`config.mk`:
```
export PLATFORM = sky130hd
export DESIGN_NAME = msrv32_machine_control
export DESIGN_NICKNAME = d
export VERILOG_FILES = /design/src/rtl/msrv32_machine_control.sv
export SDC_FILE = /design/constraint.sdc
export NUM_CORES = 1
export LEC_CHECK = 0
export CAP_MARGIN = 20
export CORE_UTILIZATION = 35
export CTS_CLUSTER_SIZE = 8
export DETAILED_ROUTE_END_ITERATION = 16
export GPL_TIMING_DRIVEN = 0
export PLACE_DENSITY = 0.81
export SETUP_SLACK_MARGIN = 0.5
export SYNTH_ARGS = -nofsm -noshare
export SYNTH_HDL_FRONTEND = slang
export SYNTH_SLANG_ARGS = --single-unit
```
`constraint.sdc`:
```
create_clock -name clk_in -period 3.14 [get_ports clk_in]
set_input_delay 0.314 -clock clk_in [delete_from_list [all_inputs] [get_ports clk_in]]
set_output_delay 0.314 -clock clk_in [all_outputs]
set_load 0.05 [all_outputs]
```
`src/rtl/msrv32_machine_control.sv`:
```
// ============================================================================
// Module   : msrv32_machine_control
// Purpose  : Machine-mode trap/return/WFI sequencer for the msrv32 core.
// Revision : 1.0 - initial release
// ============================================================================
`default_nettype none

module msrv32_machine_control (
    input  logic       clk_in,
    input  logic       rst_n_in,
    input  logic       illegal_instr_in,
    input  logic       misaligned_load_in,
    input  logic       misaligned_store_in,
    input  logic       misaligned_instr_in,
    input  logic [4:0] opcode_6_to_2_in,
    input  logic [2:0] funct3_in,
    input  logic [6:0] funct7_in,
    input  logic [4:0] rs1_addr_in,
    input  logic [4:0] rs2_addr_in,
    input  logic [4:0] rd_addr_in,
    input  logic       mie_in,
    input  logic       meie_in,
    input  logic       mtie_in,
    input  logic       msie_in,
    input  logic       meip_in,
    input  logic       mtip_in,
    input  logic       msip_in,
    output logic [1:0] pc_src_out,
    output logic       flush_out,
    output logic       stall_out,
    output logic       trap_taken_out,
    output logic       set_epc_out,
    output logic       set_cause_out,
    output logic       mie_clear_out,
    output logic       mie_set_out,
    output logic       i_or_e_out,
    output logic       instret_inc_out,
    output logic [3:0] cause_out
);

    typedef enum logic [2:0] {
        ST_RESET       = 3'd0,
        ST_OPERATING   = 3'd1,
        ST_TRAP_TAKEN  = 3'd2,
        ST_TRAP_RETURN = 3'd3,
        ST_WFI_WAIT    = 3'd4
    } state_t;

    localparam logic [1:0] c_PC_RESET = 2'b00;
    localparam logic [1:0] c_PC_EPC   = 2'b01;
    localparam logic [1:0] c_PC_NEXT  = 2'b10;
    localparam logic [1:0] c_PC_TRAP  = 2'b11;

    localparam logic [3:0] c_CAUSE_M_EXT_INT   = 4'd11;
    localparam logic [3:0] c_CAUSE_M_SW_INT    = 4'd3;
    localparam logic [3:0] c_CAUSE_M_TIMER_INT = 4'd7;
    localparam logic [3:0] c_CAUSE_INSTR_MIS   = 4'd0;
    localparam logic [3:0] c_CAUSE_ILLEGAL     = 4'd2;
    localparam logic [3:0] c_CAUSE_BREAKPOINT  = 4'd3;
    localparam logic [3:0] c_CAUSE_ECALL_M     = 4'd11;
    localparam logic [3:0] c_CAUSE_LOAD_MIS    = 4'd4;
    localparam logic [3:0] c_CAUSE_STORE_MIS   = 4'd6;

    state_t     r_state;
    state_t     w_next_state;
    logic [1:0] r_pc_src;
    logic       r_flush;
    logic       r_stall;
    logic       r_trap_taken;
    logic       r_set_epc;
    logic       r_set_cause;
    logic       r_mie_clear;
    logic       r_mie_set;
    logic       r_i_or_e;
    logic [3:0] r_cause;

    logic       w_system;
    logic       w_ecall;
    logic       w_ebreak;
    logic       w_mret;
    logic       w_wfi;
    logic       w_ext_irq;
    logic       w_sw_irq;
    logic       w_tmr_irq;
    logic       w_wake;
    logic       w_int_pending;
    logic       w_exception;
    logic       w_trap;
    logic [3:0] w_cause;

    // Nonzero rs1/rd leaves these as plain SYSTEM ops; decode flags illegal.
    assign w_system = (opcode_6_to_2_in == 5'b11100) && (funct3_in == 3'b000) &&
                      (rs1_addr_in == 5'd0) && (rd_addr_in == 5'd0);
    assign w_ecall  = w_system && (funct7_in == 7'b0000000) && (rs2_addr_in == 5'b00000);
    assign w_ebreak = w_system && (funct7_in == 7'b0000000) && (rs2_addr_in == 5'b00001);
    assign w_mret   = w_system && (funct7_in == 7'b0011000) && (rs2_addr_in == 5'b00010);
    assign w_wfi    = w_system && (funct7_in == 7'b0001000) && (rs2_addr_in == 5'b00101);

    assign w_ext_irq     = meie_in & meip_in;
    assign w_sw_irq      = msie_in & msip_in;
    assign w_tmr_irq     = mtie_in & mtip_in;
    assign w_wake        = w_ext_irq | w_sw_irq | w_tmr_irq;
    assign w_int_pending = mie_in & w_wake;
    assign w_exception   = misaligned_instr_in | illegal_instr_in | w_ebreak | w_ecall |
                           misaligned_load_in | misaligned_store_in;
    assign w_trap        = w_int_pending | w_exception;

    always_comb begin
        w_cause = c_CAUSE_STORE_MIS;
        if (w_int_pending) begin
            if (w_ext_irq)             w_cause = c_CAUSE_M_EXT_INT;
            else if (w_sw_irq)         w_cause = c_CAUSE_M_SW_INT;
            else                       w_cause = c_CAUSE_M_TIMER_INT;
        end else if (misaligned_instr_in) w_cause = c_CAUSE_INSTR_MIS;
        else if (illegal_instr_in)        w_cause = c_CAUSE_ILLEGAL;
        else if (w_ebreak)                w_cause = c_CAUSE_BREAKPOINT;
        else if (w_ecall)                 w_cause = c_CAUSE_ECALL_M;
        else if (misaligned_load_in)      w_cause = c_CAUSE_LOAD_MIS;
    end

    always_comb begin
        w_next_state = r_state;
        case (r_state)
            ST_RESET:       w_next_state = ST_OPERATING;
            ST_OPERATING: begin
                if (w_trap)      w_next_state = ST_TRAP_TAKEN;
                else if (w_mret) w_next_state = ST_TRAP_RETURN;
                else if (w_wfi)  w_next_state = ST_WFI_WAIT;
            end
            ST_TRAP_TAKEN:  w_next_state = ST_OPERATING;
            ST_TRAP_RETURN: w_next_state = ST_OPERATING;
            ST_WFI_WAIT: begin
                if (w_wake) w_next_state = ST_OPERATING;
            end
            default:        w_next_state = ST_RESET;
        endcase
    end

    // Outputs are registered from the next state so they equal a Moore decode of r_state.
    always_ff @(posedge clk_in or negedge rst_n_in) begin
        if (!rst_n_in) begin
            r_state      <= ST_RESET;
            r_pc_src     <= c_PC_RESET;
            r_flush      <= 1'b1;
            r_stall      <= 1'b0;
            r_trap_taken <= 1'b0;
            r_set_epc    <= 1'b0;
            r_set_cause  <= 1'b0;
            r_mie_clear  <= 1'b0;
            r_mie_set    <= 1'b0;
            r_i_or_e     <= 1'b0;
            r_cause      <= 4'd0;
        end else begin
            r_state      <= w_next_state;
            r_pc_src     <= c_PC_NEXT;
            r_flush      <= 1'b0;
            r_stall      <= 1'b0;
            r_trap_taken <= 1'b0;
            r_set_epc    <= 1'b0;
            r_set_cause  <= 1'b0;
            r_mie_clear  <= 1'b0;
            r_mie_set    <= 1'b0;
            case (w_next_state)
                ST_RESET: begin
                    r_pc_src <= c_PC_RESET;
                    r_flush  <= 1'b1;
                end
                ST_TRAP_TAKEN: begin
                    r_pc_src     <= c_PC_TRAP;
                    r_flush      <= 1'b1;
                    r_trap_taken <= 1'b1;
                    r_set_epc    <= 1'b1;
                    r_set_cause  <= 1'b1;
                    r_mie_clear  <= 1'b1;
                end
                ST_TRAP_RETURN: begin
                    r_pc_src  <= c_PC_EPC;
                    r_flush   <= 1'b1;
                    r_mie_set <= 1'b1;
                end
                ST_WFI_WAIT: r_stall <= 1'b1;
                default: ;
            endcase
            if (w_next_state == ST_TRAP_TAKEN) begin
                r_cause  <= w_cause;
                r_i_or_e <= w_int_pending;
            end
        end
    end

    assign pc_src_out      = r_pc_src;
    assign flush_out       = r_flush;
    assign stall_out       = r_stall;
    assign trap_taken_out  = r_trap_taken;
    assign set_epc_out     = r_set_epc;
    assign set_cause_out   = r_set_cause;
    assign mie_clear_out   = r_mie_clear;
    assign mie_set_out     = r_mie_set;
    assign i_or_e_out      = r_i_or_e;
    assign cause_out       = r_cause;
    assign instret_inc_out = (r_state == ST_OPERATING) && !w_trap && !w_mret && !w_wfi;

endmodule

`default_nettype wire

```
==> flow_summary.yaml <==
run_status:
  status: "finished, final reports clean"
placement:
  io_buffers: 57
  dpl_cell_area_sq_um: 1370
  hpwl_um: 1740
  gp_congestion: 0.830
global_route:
  grt_max_degree: 15
  antenna_found_initial: 0
  grt_pass1_wl_um: 3680
  first_global_vias: 890
  grt_usage_pct: 19.8
  grt_overflow: 0
routing:
  vias_per_cell: 5.22
  first_pass_iters: 4
  vias: 913
  drt_wl_total_um: 2120
  ant_nets: 0
  drc: 0
  wl_per_cell_um: 12.1
  drt_iter0_drc: 22
critical_path:
  cp_cell_sequence: "clkdlybuf4s50_1 > a222oi_1 > nand2b_1 > buf_2 > nand3_1 > a21oi_1 > clkdlybuf4s15_2"
  cp-start-kind: "input pin"
  max_stage_delay_ns: 0.45
  crit_arrival_ns: 2.18
  cp.required_ns: 2.83
  cpMaxStageDelayCell: "clkdlybuf4s50_1"
  critical_path.top_delay_family: "buffers and inverters"
  cp.buffers_inverters: 3
  critical_path_class: "input pin to output pin"
  end_kind: "output pin"
  worstPathMaxFanout: 9
die:
  die_x_um: 48.9
  dieArea_sq_um: 2390
  io_pins: 58
  start_util_pct: 38.0
  core_sq_um: 2020
  rows: 16
  dieHeight_um: 48.9
sta:
  hold_violations: 0
  final-max-slew-violation-count: 0
  rsz0062_at_grt: "no"
  worst_pin_slew_ns: 0.607
  min_period_over_period_pct: 79.6
  finalSetupViolations: 0
  slew_headroom_pct: 59.4
  tns_ns: 0
  fmax_mhz: 400
  fin_worst_skew_ns: 0.00238
  finalWorstPathRequiredPeriod_ns: 2.50
logic_synthesis:
  ys_warn_count: 0
  synth_seq_area_share_pct: 45.8
  synth-seq-cells: 14
  yosysTopAreaCell: "dfrtp_1"
  yosys-top-cells-area: "dfrtp_1, nor2_1, nor4_1"
  ys_types: 33
  syn_area_sq_um: 768
  syn-num-nets: 129
  synthCells: 86
  synth_edf_count: 0
  synthArstFlopShare_pct: 100
  synth_top_area_share_pct: 42.3
  avgSynthCellArea_sq_um: 8.93
  synth-main-ff-cell: "dfrtp_1"
layout:
  drive_above_1_share_pct: 9.46
  regArea_sq_um: 352
  final_cell_area_sq_um: 1420
  fillers: 151
  multi_input_area_sq_um: 370
  syn_to_final_growth_pct: 84.5
  nNetsFinal: 192
  diodes: 0
min_path:
  hold_path.class: "input pin to asynchronous set/reset pin"
clock_tree:
  clockBufferDepth: 2
  insertion_delay_ns: 0.28
  hold_buffers: 0
  numCtsBuffers: 3
  cts_sinks: 14
  cts_max_level: 1
  path_clk_slew_ns: 0.08
  cts_tree: "built"
  root_buffer: "clkbuf_4"
job:
  max_cap_violations: 0
pwr:
  p_leak_nw: 0.562
  powerDensity_nw_per_um2: 311
  ir_drop_v: 0.000154
area by class of cell:
class                      count  area share (%)
inverter                       3           0.794
clock buffer                   4            2.56
multi-input combinational     64            26.1
tap                           27            2.38
buffer                         5            2.47
sequential                    14            24.8
timing repair buffer          58            40.9
cell usage after synthesis, types with 2 or more instances:
library cell / number
a31oi_1: 2
nand2_1: 7
nand4_1: 3
o21a_1: 2
buf_4: 4
nor4_1: 5
nand3_1: 3
nand2b_1: 2
dfrtp_1: 13
inv_1: 3
a21oi_1: 2
o21ai_0: 3
or3_1: 2
nor3_1: 4
nor2_1: 9
o21ai_1: 5
what timing repair did:
| action | CTS | global route |
|---|---|---|
| pin swaps | 0 | 1 |
| gates resized for setup | 3 | 0 |
| setup buffers | 0 | 1 |
| setup endpoints to repair | 1 | 1 |
path summary, 6_finish.rpt:
check / depth (start not counted) / to / from / slack [ns]
setup / recovery: 7 / instret_inc_out / meip_in / 0.64
hold reg to reg: 1 / cause_out[1]$_DFFE_PN0P_ / cause_out[1]$_DFFE_PN0P_ / 0.48
max in group asynchronous: 1 / pc_src_out[1]$_DFF_PN0_ / rst_n_in / 2.34
min in group clk_in: 1 / cause_out[1]$_DFFE_PN0P_ / cause_out[1]$_DFFE_PN0P_ / 0.48
setup reg to reg: 5 / pc_src_out[1]$_DFF_PN0_ / r_state[1]$_DFF_PN0_ / 1.55
hold / removal: 1 / r_state[0]$_DFF_PN0_ / rst_n_in / 0.41
cell families after synthesis:
| group | Yosys count | synth area share, % |
|---|---|---|
| and+or+nand+nor | 40 | 27.2 |
| AOI/OAI and AO/OA | 24 | 21.0 |
| DFF | 14 | 45.8 |
| buffers and inverters | 8 | 6.03 |
metal layers:
layer  GRT usage (%)  share of wire (%)  vias to the layer above
li1                -                  -                      446
met1            22.5                 38                      403
met2            35.0                 50                       57
met3            2.80                8.9                        7
met4            11.8                2.7                        0
met5               0                  0                        -
registers in the layout, indices dropped and copies added, names as in the netlist:
signal / count
stall_out: 1
r_state: 3
i_or_e_out: 1
cause_out: 4
mie_set_out: 1
flush_out: 1
mie_clear_out: 1
pc_src_out: 2
power breakdown:
part	internal, W	switching (W)	leakage, nW
Sequential	0.000187	0.00000295	0.178
Combinational	0.0000696	0.0000543	0.364
Clock	0.0000706	0.0000568	0.0210
Total	0.000327	0.000114	0.562
through the flow:
stage | std cells | utilization, % | hold slack (ns) | power (W) | worst slack [ns]
5_1_grt | 175 | 70.1 | 0.463 | 0.000463 | 0.478
2_1_floorplan | 86 | - | 0.0184 | 0.000239 | 0.940
6_report | 175 | 70.1 | 0.411 | 0.000441 | 0.642
3_5_place_dp | 170 | 67.9 | 0.465 | 0.000316 | 0.164
4_1_cts | 174 | 69.7 | 0.437 | 0.000443 | 0.608
3_3_place_gp | 170 | 67.9 | 0.463 | 0.000313 | 0.213
layout by cell type (no fill, tap or decap), types with 2 or more instances in the layout:
| cell type | netlist | final |
|---|---|---|
| nand4_1 | 3 | 3 |
| clkbuf_4 | 0 | 3 |
| nor4_1 | 5 | 5 |
| a21oi_1 | 2 | 2 |
| nor3_1 | 4 | 4 |
| nand3_1 | 3 | 3 |
| o21a_1 | 2 | 2 |
| nand2b_1 | 2 | 2 |
| buf_4 | 4 | 5 |
| inv_1 | 3 | 3 |
| nor2_1 | 9 | 9 |
| clkdlybuf4s50_1 | 0 | 56 |
| nand2_1 | 7 | 7 |
| or3_1 | 2 | 2 |
| o21ai_1 | 5 | 5 |
| o21ai_0 | 3 | 3 |
| dfrtp_1 | 13 | 13 |
| a31oi_1 | 2 | 2 |
Note: power is estimated with default switching activity, not from simulation.
